[src/rtl/bias_add_relu_pipe.sv]
// Lane-wise bias add with saturation and optional ReLU, behind a 2-stage
// valid/ready pipeline that also counts output beats and marks frame ends.
module bias_add_relu_pipe #(
    parameter int N_adder_tree = 16,
    parameter int DATA_W       = 18,
    parameter int RELU_EN      = 1,
    parameter int FRAME_BEATS  = 196
) (
    input  logic                           clk,
    input  logic                           rst_n,
    input  logic                           in_valid,
    output logic                           in_ready,
    input  logic [N_adder_tree*DATA_W-1:0] in_sum,
    input  logic [N_adder_tree*DATA_W-1:0] bias,
    output logic                           out_valid,
    input  logic                           out_ready,
    output logic [N_adder_tree*DATA_W-1:0] out_data,
    output logic [N_adder_tree-1:0]        out_sat,
    output logic                           out_last
);

    localparam int SW = DATA_W + 1;
    localparam int CW = (FRAME_BEATS > 1) ? $clog2(FRAME_BEATS) : 1;
    localparam logic [CW-1:0]     LAST_BEAT = CW'(FRAME_BEATS - 1);
    localparam logic [DATA_W-1:0] MAX_V     = {1'b0, {(DATA_W-1){1'b1}}};
    localparam logic [DATA_W-1:0] MIN_V     = {1'b1, {(DATA_W-1){1'b0}}};

    logic                           s1_valid;
    logic [N_adder_tree*SW-1:0]     s1_sum;
    logic [N_adder_tree*SW-1:0]     sum_nxt;
    logic [N_adder_tree*DATA_W-1:0] data_nxt;
    logic [N_adder_tree-1:0]        sat_nxt;
    logic                           s1_adv;
    logic                           in_xfer;
    logic                           out_xfer;
    logic [CW-1:0]                  beat_cnt;
    logic [SW-1:0]                  lane_sum;
    logic                           lane_ovf;
    logic [DATA_W-1:0]              lane_res;

    assign s1_adv   = s1_valid & (~out_valid | out_ready);
    assign in_ready = ~s1_valid | s1_adv;
    assign in_xfer  = in_valid & in_ready;
    assign out_xfer = out_valid & out_ready;
    assign out_last = out_valid & (beat_cnt == LAST_BEAT);

    always_comb begin
        sum_nxt = '0;
        for (int unsigned i = 0; i < N_adder_tree; i++) begin
            sum_nxt[i*SW +: SW] = {in_sum[i*DATA_W + DATA_W - 1], in_sum[i*DATA_W +: DATA_W]}
                                + {bias[i*DATA_W + DATA_W - 1], bias[i*DATA_W +: DATA_W]};
        end
    end

    // Overflow of the DATA_W+1 sum shows up as its top two bits disagreeing.
    always_comb begin
        data_nxt = '0;
        sat_nxt  = '0;
        lane_sum = '0;
        lane_ovf = 1'b0;
        lane_res = '0;
        for (int unsigned i = 0; i < N_adder_tree; i++) begin
            lane_sum = s1_sum[i*SW +: SW];
            lane_ovf = lane_sum[SW-1] ^ lane_sum[SW-2];
            if (lane_ovf)
                lane_res = lane_sum[SW-1] ? MIN_V : MAX_V;
            else
                lane_res = lane_sum[DATA_W-1:0];
            if ((RELU_EN != 0) && lane_res[DATA_W-1])
                lane_res = '0;
            data_nxt[i*DATA_W +: DATA_W] = lane_res;
            sat_nxt[i]                   = lane_ovf;
        end
    end

    always_ff @(posedge clk or negedge rst_n) begin
        if (!rst_n) begin
            s1_valid <= 1'b0;
            s1_sum   <= '0;
        end else begin
            if (in_xfer) begin
                s1_valid <= 1'b1;
                s1_sum   <= sum_nxt;
            end else if (s1_adv) begin
                s1_valid <= 1'b0;
            end
        end
    end

    always_ff @(posedge clk or negedge rst_n) begin
        if (!rst_n) begin
            out_valid <= 1'b0;
            out_data  <= '0;
            out_sat   <= '0;
        end else begin
            if (s1_adv) begin
                out_valid <= 1'b1;
                out_data  <= data_nxt;
                out_sat   <= sat_nxt;
            end else if (out_xfer) begin
                out_valid <= 1'b0;
            end
        end
    end

    always_ff @(posedge clk or negedge rst_n) begin
        if (!rst_n)
            beat_cnt <= '0;
        else if (out_xfer)
            beat_cnt <= (beat_cnt == LAST_BEAT) ? '0 : beat_cnt + CW'(1);
    end

endmodule

[config.mk]
export PLATFORM = sky130hd
export DESIGN_NAME = bias_add_relu_pipe
export DESIGN_NICKNAME = d
export VERILOG_FILES = /design/src/rtl/bias_add_relu_pipe.sv
export SDC_FILE = /design/constraint.sdc
export NUM_CORES = 2
export LEC_CHECK = 0
export ABC_AREA = 1
export ABC_CLOCK_PERIOD_IN_PS = 2200
export CAP_MARGIN = 30
export CORE_AREA = 4 4 347 349
export DETAILED_ROUTE_END_ITERATION = 10
export DIE_AREA = 0 0 351 353
export SLEW_MARGIN = 20
export SYNTH_ARGS = -nofsm -noshare
export SYNTH_HDL_FRONTEND = slang
export SYNTH_SLANG_ARGS = --single-unit
[constraint.sdc]
create_clock -name clk -period 2.2 [get_ports clk]
set_clock_uncertainty 0.2 [all_clocks]
set_input_delay 0.44 -clock clk [delete_from_list [all_inputs] [get_ports clk]]
set_output_delay 0.44 -clock clk [all_outputs]
set_load 0.005 [all_outputs]
==> metrics <==
post-layout min period=2.21 ns; RSZ-0062 raised after global routing=true; gr usage total=24.3%; Seq pwr share=35.0%; total routed wirelength=156000 um; setup TNS=-0.0129 ns; Startpoint Class=flop; most numerous cell in the Yosys netlist=nand2_1; failing checks=setup timing; later-pin clock latency in the skew report=0.62 ns; CTS clk-pin slew, worst paths=0.06 ns; cells after synthesis=5580; post-synthesis average cell area=7.18 um^2; Netlist cell types=30; Vias/cell=4.84; 1st-pass router iterations=6; placed cell areas=55500 um^2; antenna violations before repair=28; Highest Clock Rate=0.452 GHz; Post-synth top cells=nand2_1 (1995), dfrtp_1 (602), a21oi_1 (524), inv_1 (465), o21ai_0 (424); Critical Path Sink Type=output port; post-DR wirelength/cell=18.0 um; GP Congestion=0.980; Worst Hold Path Cells=4; Max Cap Violations=0; Worst EP required=1.56 ns; crit share post-route=101%; critical path data arrival time=1.57 ns; Max Slew Vio Count=0; DRC=0; GRT overflow=0; pwr/cell area=880 nW/um^2; number of enable flip-flop cells after synthesis=0; PortBufs=870; clk sinks=602; fraction of registers with async set/reset=100%; Net Sw Power=0.0191 W; top_reg_cell synth=dfrtp_1; Post-Place Cells=8512; final cell count without fillers=8674; critical path class=flop to output port; Clock Path Buffers=3; yosys warns=0; combinational group share of total power=41.3%; core area=117000 um^2; clock root buffer=clkbuf_16; Synth Register Bits=602; CTS Buf Count=73; register area share after synthesis=37.6%; Clk network pwr share=23.8%; TritonCTS clock tree=done; Ports=887; Die W=351 um; initial core utilization=34.1%; GR Layer Usage met1=30.4%; CTS H-Tree Depth=3; cells along the critical path=nor3_2 -> nand4_1 -> nor2_1 -> buf_4; Hold Fails Final Rpt=0; Pint=0.0318 W; Die Y=353 um; share of cells above drive strength 1=12.5%; antenna viol nets, final=0; area delta synth->final=44.5%; peak supply drop=0.606 mV; nets=7990; design area=57900 um^2; DPL Wire Length=127000 um; Worst R2R Path Depth=7; via count=42000; most used routing layer in global routing=met2; met3 GRT Util=4.95%; initial drt markers=2632; top cells by area, synth=dfrtp_1 (38%), nand2_1 (19%), ha_1 (10%), a21oi_1 (6.5%), o21ai_0 (5.3%); Finish-stage setup viols=1; Crit Path Max Fanout=3; Pleak=29.9 nW; Net Sw Frac=37.5%; critical path's slowest cell=dfrtp_1; Hold Crit Class=input pin to flop; M2 GR Usage=41.1%; via count of the first global-routing pass=41100; mapped cell area=40100 um^2; status=finished, violations left; fin worst setup slack=-0.0129 ns; DIE AREA=124000 um^2; largest stage delay on the critical path=0.40 ns; area leader, netlist=dfrtp_1; Synth top area share=37.6%; first-pass GRT wire length=237000 um; Site Rows=126; largest net degree at the start of global routing=88
## placed cells by master (no fill, tap or decap), types with 74 or more instances in the layout
cell             instances
clkdlybuf4s50_1        610
clkbuf_16               74
nand2_1               1988
nand3_1                381
inv_1                  462
dfrtp_1                596
buf_4                  668
a21oi_1                524
dlygate4sd2_1          246
o21ai_1                 78
o21ai_0                424
nor2_1                 284
ha_1                   317
xnor2_1                 86
## sequential cells by signal, summed over array words and instances (netlist names)
| signal | cells |
|---|---|
| s1_sum | 304 |
| out_data | 272 |
| out_sat | 16 |
| beat_cnt | 8 |
| out_valid | 1 |
| s1_valid | 1 |
## power groups by stage
stage	Sequential, W	Clock, W	Combinational [W]
6_report	0.0178	0.0121	0.0210
5_1_grt	0.0182	0.0129	0.0232
4_1_cts	0.0178	0.0124	0.0212
3_5_place_dp	0.0180	0	0.0223
3_3_place_gp	0.0180	0	0.0222
2_1_floorplan	0.0172	0	0.00928
## worst paths after layout
kind                                  to   startpoint  slack (ns)
min                          s1_sum[209]  in_sum[198]        0.12
min in group asynchronous  out_data[101]        rst_n        0.17
max reg2reg                out_data[200]    out_valid        0.22
max in group asynchronous   out_data[87]        rst_n        0.84
min reg2reg                  out_data[4]  out_data[4]        0.28
max                             out_last  beat_cnt[4]       -0.01
## worst max-delay path: cells and delay by family, from the launching register on
family / cells / cell delay (ns)
simple gates: 3 / 0.41
flops: 1 / 0.40
buf+inv: 1 / 0.15
## through the flow
step	util, %	setup slack, ns	power (W)	hold slack [ns]
finish	49.3	-0.0129	0.0509	0.120
global route	49.3	-0.142	0.0543	0.0935
CTS	49.2	-0.0783	0.0514	0.128
detailed placement	47.3	-0.604	0.0403	0.146
global placement	47.3	-0.599	0.0402	0.145
floorplan	-	0.158	0.0265	-0.0556
## cell type report
cell class                      instances  area, um^2
Clock inverter                         28         332
Multi-Input combinational cell       4345       22400
Inverter                              467        1760
Fill cell                           11800       59600
Clock buffer                           98        2050
Antenna cell                           14        35.0
Tap cell                             1536        1920
Sequential cell                       602       15100
Timing Repair Buffer                 1584       14400
## what timing repair did
item,CTS,global route
pin swaps,1,1
endpoints found under the hold margin,408,0
endpoints found under the setup margin,251,32
gates resized for setup,261,28
hold buffers,1,0
buffers inserted,20,1
cloned,0,0
## cells by family after synthesis
group	Yosys count	share of synthesized area [%]
flops	602	37.6
simple gates	2836	29.0
fa+ha+maj	337	10.8
compound gates	1037	13.0
buf+inv	648	6.96
xor+xnor	119	2.60
other cells	1	0.00936
## per-layer routing
layer  wire, um  part of all wire, %
met1      66300                   42
met2      73500                   47
met3       9880                  6.3
met5        167                 0.11
met4       6370                  4.1
Note: power is estimated with default switching activity, not from simulation.
